### src/rtl/mult_share_arbiter_pkg.sv
// Shared definitions for the mult_share_arbiter slice: FSM state type,
// default sizing constants, channel indices and a one-hot decode helper.
// Optional feature macro used by the top: MULT_ARB_TIMEOUT_EN.
package mult_share_arbiter_pkg;

    // Default configuration
    localparam int unsigned NREQ_DEFAULT    = 4;
    localparam int unsigned TIMEOUT_DEFAULT = 32;

    // Pointer is sized for the largest supported requester count (8)
    localparam int unsigned PTR_W = 3;
    typedef logic [PTR_W-1:0] ptr_t;

    // Channel order
    localparam int unsigned CH_RED   = 0;
    localparam int unsigned CH_GREEN = 1;
    localparam int unsigned CH_BLUE  = 2;
    localparam int unsigned CH_WHITE = 3;

    // FSM state encoding (binary)
    typedef logic [1:0] state_t;
    localparam state_t ST_IDLE = 2'd0;
    localparam state_t ST_LOAD = 2'd1;
    localparam state_t ST_WAIT = 2'd2;
    localparam state_t ST_DONE = 2'd3;

    // Index of the set bit of an (at most) 8-bit one-hot vector
    function automatic ptr_t oh_to_idx(input logic [7:0] oh);
        ptr_t idx;
        idx = '0;
        for (int unsigned i = 0; i < 8; i++) begin
            if (oh[i]) begin
                idx = idx | ptr_t'(i);
            end
        end
        return idx;
    endfunction

endpackage

### src/rtl/mult_share_arbiter_rr_pick.sv
// Round-robin winner selection: scans requests starting at the pointer,
// returns a one-hot winner and a valid flag. Purely combinational.
module rr_pick
    import mult_share_arbiter_pkg::*;
#(
    parameter int unsigned NREQ = NREQ_DEFAULT
) (
    input  logic [NREQ-1:0] req,
    input  ptr_t            ptr,
    output logic [NREQ-1:0] win,
    output logic            valid
);

    localparam int unsigned IW = (NREQ > 1) ? $clog2(NREQ) : 1;

    int unsigned    idx;
    logic [IW-1:0]  sel;

    // First asserted request at or after the pointer, wrapping modulo NREQ
    always_comb begin
        win   = '0;
        valid = 1'b0;
        idx   = 0;
        sel   = '0;
        for (int unsigned i = 0; i < NREQ; i++) begin
            idx = int'(ptr) + i;
            if (idx >= NREQ) begin
                idx = idx - NREQ;
            end
            sel = IW'(idx);
            if (!valid && req[sel]) begin
                win[sel] = 1'b1;
                valid    = 1'b1;
            end
        end
    end

endmodule

### src/rtl/mult_share_arbiter.sv
// Arbiter sharing one 8x8 multiplier among NREQ requesters, round-robin.
// FSM: IDLE -> LOAD (1 cycle, mult_ld) -> WAIT (until mult_rdy) -> DONE.
// Optional macro MULT_ARB_TIMEOUT_EN: abort WAIT after TIMEOUT_CYCLES with
// err=1 and res=0; without it err is tied low and no counter exists.
module mult_share_arbiter
    import mult_share_arbiter_pkg::*;
#(
    parameter int unsigned NREQ           = NREQ_DEFAULT,
    parameter int unsigned TIMEOUT_CYCLES = TIMEOUT_DEFAULT
) (
    input  logic                clk,
    input  logic                rst_n,
    input  logic [NREQ-1:0]     req,
    input  logic [8*NREQ-1:0]   op_a,
    input  logic [8*NREQ-1:0]   op_b,
    output logic [NREQ-1:0]     gnt,
    output logic [NREQ-1:0]     done,
    output logic [15:0]         res,
    output logic                err,
    output logic                mult_ld,
    output logic [7:0]          mult_a,
    output logic [7:0]          mult_b,
    input  logic                mult_rdy,
    input  logic [15:0]         mult_res
);

    if (NREQ < 2 || NREQ > 8 || TIMEOUT_CYCLES < 1) begin : g_bad_cfg
        $error("mult_share_arbiter: unsupported NREQ or TIMEOUT_CYCLES");
    end

    state_t             state_q, state_d;
    ptr_t               ptr_q, ptr_d;
    logic [NREQ-1:0]    gnt_q, gnt_d;
    logic [NREQ-1:0]    done_q, done_d;
    logic [15:0]        res_q, res_d;
    logic               mult_ld_q, mult_ld_d;
    logic [7:0]         mult_a_q, mult_a_d;
    logic [7:0]         mult_b_q, mult_b_d;

`ifdef MULT_ARB_TIMEOUT_EN
    localparam int unsigned CNT_W = $clog2(TIMEOUT_CYCLES + 1);
    logic               err_q, err_d;
    logic [CNT_W-1:0]   cnt_q, cnt_d;
`endif

    logic [NREQ-1:0]    pick_win;
    logic               pick_valid;
    logic [7:0]         sel_a, sel_b;
    logic [7:0]         gnt_pad;
    ptr_t               gnt_idx;

    rr_pick #(
        .NREQ (NREQ)
    ) u_rr_pick (
        .req   (req),
        .ptr   (ptr_q),
        .win   (pick_win),
        .valid (pick_valid)
    );

    // Operand mux for the round-robin winner, and index of the served requester
    always_comb begin
        sel_a   = '0;
        sel_b   = '0;
        gnt_pad = '0;
        for (int unsigned i = 0; i < NREQ; i++) begin
            if (pick_win[i]) begin
                sel_a = sel_a | op_a[8*i +: 8];
                sel_b = sel_b | op_b[8*i +: 8];
            end
        end
        gnt_pad[NREQ-1:0] = gnt_q;
        gnt_idx = oh_to_idx(gnt_pad);
    end

    // Next-state and registered-output logic
    always_comb begin
        state_d   = state_q;
        ptr_d     = ptr_q;
        gnt_d     = gnt_q;
        done_d    = '0;
        res_d     = res_q;
        mult_ld_d = 1'b0;
        mult_a_d  = mult_a_q;
        mult_b_d  = mult_b_q;
`ifdef MULT_ARB_TIMEOUT_EN
        err_d     = 1'b0;
        cnt_d     = cnt_q;
`endif
        case (state_q)
            ST_IDLE: begin
                gnt_d = '0;
                if (pick_valid) begin
                    gnt_d     = pick_win;
                    mult_a_d  = sel_a;
                    mult_b_d  = sel_b;
                    mult_ld_d = 1'b1;
                    state_d   = ST_LOAD;
                end
            end
            ST_LOAD: begin
`ifdef MULT_ARB_TIMEOUT_EN
                cnt_d   = '0;
`endif
                state_d = ST_WAIT;
            end
            ST_WAIT: begin
                if (mult_rdy) begin
                    res_d   = mult_res;
                    done_d  = gnt_q;
                    state_d = ST_DONE;
`ifdef MULT_ARB_TIMEOUT_EN
                    cnt_d   = '0;
                end else if (cnt_q == CNT_W'(TIMEOUT_CYCLES - 1)) begin
                    res_d   = '0;
                    err_d   = 1'b1;
                    done_d  = gnt_q;
                    state_d = ST_DONE;
                    cnt_d   = '0;
                end else begin
                    cnt_d   = cnt_q + 1'b1;
`endif
                end
            end
            ST_DONE: begin
                ptr_d   = (gnt_idx == ptr_t'(NREQ - 1)) ? '0 : gnt_idx + 1'b1;
                gnt_d   = '0;
                state_d = ST_IDLE;
            end
            default: begin
                gnt_d   = '0;
                state_d = ST_IDLE;
            end
        endcase
    end

    // State and output registers, asynchronous active-low reset
    always_ff @(posedge clk or negedge rst_n) begin
        if (!rst_n) begin
            state_q   <= ST_IDLE;
            ptr_q     <= '0;
            gnt_q     <= '0;
            done_q    <= '0;
            res_q     <= '0;
            mult_ld_q <= 1'b0;
            mult_a_q  <= '0;
            mult_b_q  <= '0;
`ifdef MULT_ARB_TIMEOUT_EN
            err_q     <= 1'b0;
            cnt_q     <= '0;
`endif
        end else begin
            state_q   <= state_d;
            ptr_q     <= ptr_d;
            gnt_q     <= gnt_d;
            done_q    <= done_d;
            res_q     <= res_d;
            mult_ld_q <= mult_ld_d;
            mult_a_q  <= mult_a_d;
            mult_b_q  <= mult_b_d;
`ifdef MULT_ARB_TIMEOUT_EN
            err_q     <= err_d;
            cnt_q     <= cnt_d;
`endif
        end
    end

    assign gnt     = gnt_q;
    assign done    = done_q;
    assign res     = res_q;
    assign mult_ld = mult_ld_q;
    assign mult_a  = mult_a_q;
    assign mult_b  = mult_b_q;
`ifdef MULT_ARB_TIMEOUT_EN
    assign err     = err_q;
`else
    assign err     = 1'b0;
`endif

endmodule

### config.mk
export PLATFORM = sky130hd
export DESIGN_NAME = mult_share_arbiter
export DESIGN_NICKNAME = d
export VERILOG_FILES = /design/src/rtl/mult_share_arbiter_pkg.sv /design/src/rtl/mult_share_arbiter_rr_pick.sv /design/src/rtl/mult_share_arbiter.sv
export SDC_FILE = /design/constraint.sdc
export NUM_CORES = 1
export LEC_CHECK = 0
export CORE_ASPECT_RATIO = 0.5
export CORE_MARGIN = 8
export CORE_UTILIZATION = 46
export DETAILED_ROUTE_END_ITERATION = 16
export GPL_TIMING_DRIVEN = 1
export PLACE_DENSITY = 0.88
export SETUP_SLACK_MARGIN = 0.4
export SYNTH_ARGS = -nofsm -noshare
export SYNTH_HDL_FRONTEND = slang
export SYNTH_SLANG_ARGS = --single-unit
### constraint.sdc
create_clock -name clk -period 4.25 [get_ports clk]
set_input_delay 1.275 -clock clk [delete_from_list [all_inputs] [get_ports clk]]
set_output_delay 1.275 -clock clk [all_outputs]
set_load 0.02 [all_outputs]
==> summary.md <==
| Metric | Value |
|---|---|
| Adder-cell share of the synthesized area | 4.76% |
| Detailed placer's ending HPWL | between 7 and 8 mm |
| Via count | ~3,000 |
| Seq cells post-synth | 45 |
| Gpl congestion | around 0.85 |
| Die Span Y | 72.1 um |
| Syn avg cell area | 10.4 um^2 |
| Most used DFF post-synth | dfrtp_1 |
| Hold path startpoint | res[14] |
| Yosys Warn Count | 0 |
| RR Startpoint | ptr_q[0] |
| Final ANT Viol Nets | 0 |
| Async set-reset flop share out of synthesis | 100% |
| Die Area | 9240 um^2 |
| CTS tree | yes |
| # port buffers | 127 |
| Vias in the first global route | 3,116 |
| Max-Cap Viols | 0 |
| Worst Hold Class | register to register |
| Final setup viols | 0 |
| Distinct cell type count of the synthesized netlist | 44 |
| RSZ-0062 raised after global routing | false |
| First-pass GRT wire length | about 15 mm |
| I/O pins | between 100 and 150 |
| DR vias/cell | between 6 and 7 |
| Post-synthesis sequential area ratio | 38.9% |
| Least-Margin Pin Slew | 1.09 ns |
| Total Power | about 3200 uW |
| # fillers | 459 |
| Top-count cell post-synth | dfrtp_1 |
| Post-synth top area share | roughly two fifths |
| Post-synth EDFFs | 0 |
| Status | finished, final reports clean |
| H-Tree Depth | 2 |
| Core area | 6080 um^2 |
| Fin Clk Skew | 0.00464 ns |
| Remaining global-route overflow | 0 |
| Clock power share | 12.1% |
| Post-DP Area | 4210 um^2 |
| Max VDD drop | between 0.0002 and 0.0003 V |
| Net Switching | roughly 1500 uW |
| Initial Util | 47.6% |
| WS Path Type | input pin to register |
| Clock Path Buffers | 2 |
| Antenna violations before repair | 0 |
| Max Transition Viols Final | 0 |
| Final Hold Viols | 0 |
| Largest net degree at the start of global routing | 46 |
| Largest family of logic cells by synthesized area | compound AO/OA/AOI/OAI gates |
| Combinational share of power | 63.7% |
| Post-Synthesis Cells | 279 |
| Post-synthesis cell area | 2890 um^2 |
| Avg WL per Cell | ~20 um |
| Clock sink count | 45 |
| Reg clk slew, reported paths | 0.06 ns |
| Reg2reg end | mult_a[7] |
| Synth Area in Compound Gates | about 31% |
| Cell area after layout | 4350 um^2 |
| Cell type with the largest total area after synthesis | dfrtp_1 |
| Area grow syn2layout | 50.5% |
| Fin crit share | 84.7% |
| Slew headroom | 26.9% |
| Hold path cells | 1 |
| PD cells | 738 nW/um^2 |
| Number of placed cells counting well taps | 481 |
| Total negative slack | 0 ns |
| Core Rows | 20 |
| DRT iter0 DRCs | 266 |
| Cts repair resizes | 0 |
| Setup crit end kind | register |
| Synth cell count leaders | dfrtp_1 (45), o21ai_0 (29), nor2_1 (26) |
| Switch share | a little under half |
| Fraction of layout cells with a size suffix above 1 | roughly 13% |
| Mux contribution to synthesized area | 10.8% |
| CP Max Fanout | 16 |
| Nets | about 500 |
| Worst Path Arrival | 3.75 ns |
| Syn_nets | 377 |
| TritonCTS Buffers | 5 |
| Cell-internal power | around 1800 uW |
| Post-Synth XOR/XNOR Area | 0.303% |
| Worst endpoint required time | 4.40 ns |
| Fin crit period | 3.60 ns |
| Simple-Gate Fraction of Synth Area | 10.5% |
| Pleak | 0.00171 uW |
| Synth area leaders | dfrtp_1 (39%), mux2_2 (7.4%), o21ai_0 (5.0%), a221oi_1 (4.8%), ha_1 (4.8%) |
| Reg2Reg Setup Slack | between 0.8 and 0.9 ns |
| Post-CTS Hold Fix Bufs | 0 |
| CP Launch Type | input pin |
| Die Wd | 128 um |
| N_diodes | 0 |
| Reg2reg path depth | 8 |
| F_max | 278 MHz |
| DRC | 0 |
| Non-Filler Instances | 489 |
| Setup bufs post-CTS | 0 |
| Drt first pass iters | 5 |
| Hold EP | res[14] |
| WL final | 9.63 mm |
| Root Driver | clkbuf_16 |
| Reg power frac | 24.2% |
| Gr usage total | 20.5% |
| Worst-skew pair later-pin latency | ~0.29 ns |
[layout make-up]
class                      count  area, um^2  area share (%)
timing repair buffer         130        1290            29.6
multi-input combinational    214        1670            38.3
clock inverter                 3        21.3           0.489
inverter                       4        15.0           0.345
tap                           88         110            2.53
sequential                    45        1130            25.9
clock buffer                   5         125            2.87
[power groups by stage]
stage | sequential, uW | combinational [uW] | clock, uW
floorplan | 947 | 1140 | 0
global placement | 765 | 1950 | 0
detailed placement | 781 | 2010 | 0
CTS | 776 | 2020 | 395
global route | 800 | 2200 | 411
finish | 776 | 2050 | 390
[state kept, by name (all words and copies together) (netlist names)]
signal / cells
done: 4
gnt: 4
mult_b: 8
state_q: 2
mult_a: 8
mult_ld: 1
res: 16
ptr_q: 2
[critical path, stage by stage]
cell             delay, ns
clkdlybuf4s50_1       0.60
and3b_2               0.24
o211ai_1              0.19
and2_0                0.70
o21ai_0               0.23
a221oi_1              0.34
o221ai_1              0.16
[logic make-up after synthesis]
kind of cell / count (synthesis)
AOI/OAI and AO/OA: 115
and+or+nand+nor: 61
DFF: 45
muxes: 25
buffers and inverters: 20
adders and majority gates: 11
other: 1
xor gates and xnor gates: 1
[per-stage QoR]
step                      hold WS (ns)  setup WS, ns  util (%)
after floorplan                  0.510          1.52         -
after global placement           0.486         0.598      69.2
after detailed placement         0.492         0.414      69.2
after CTS                        0.507         0.702      71.6
after global routing             0.522         0.420      71.6
final                            0.507         0.650      71.6
[layout by cell type (no fill, tap or decap), types with 2 or more instances in the layout]
| master | instances |
|---|---|
| and3b_2 | 2 |
| a222oi_1 | 3 |
| ha_1 | 11 |
| and3_1 | 4 |
| o21ai_2 | 2 |
| o211ai_1 | 2 |
| inv_1 | 4 |
| nor3b_1 | 2 |
| clkdlybuf4s50_1 | 126 |
| a22oi_1 | 13 |
| o221ai_1 | 7 |
| clkbuf_16 | 5 |
| mux2_2 | 19 |
| nand2_1 | 12 |
| nor2_1 | 26 |
| dfrtp_1 | 45 |
| buf_4 | 3 |
| a31oi_4 | 2 |
| a221oi_1 | 16 |
| mux4_2 | 2 |
| nand3b_1 | 7 |
| a221oi_2 | 6 |
| a22o_1 | 11 |
| mux2i_1 | 3 |
| a21oi_1 | 16 |
| nor3_1 | 2 |
| o21ai_0 | 29 |
| a21o_1 | 2 |
[how the worst max path moves through the flow]
stage | endpoint | start | depth (start not counted)
2_1_floorplan | mult_a[2] | req[3] | 6
3_3_place_gp | mult_b[4] | req[0] | 7
3_5_place_dp | mult_b[7] | req[1] | 7
4_1_cts | mult_a[0] | req[1] | 7
5_1_grt | mult_a[0] | req[0] | 7
6_report | mult_b[7] | req[1] | 7
[routing by layer]
metal	global-route usage, %	wire (um)	vias up
met5	0	0	-
li1	-	-	1332
met3	4.90	638	32
met2	36.8	4820	165
met4	9.14	326	0
met1	22.8	3840	1431
(Power assumes the default switching activity.)
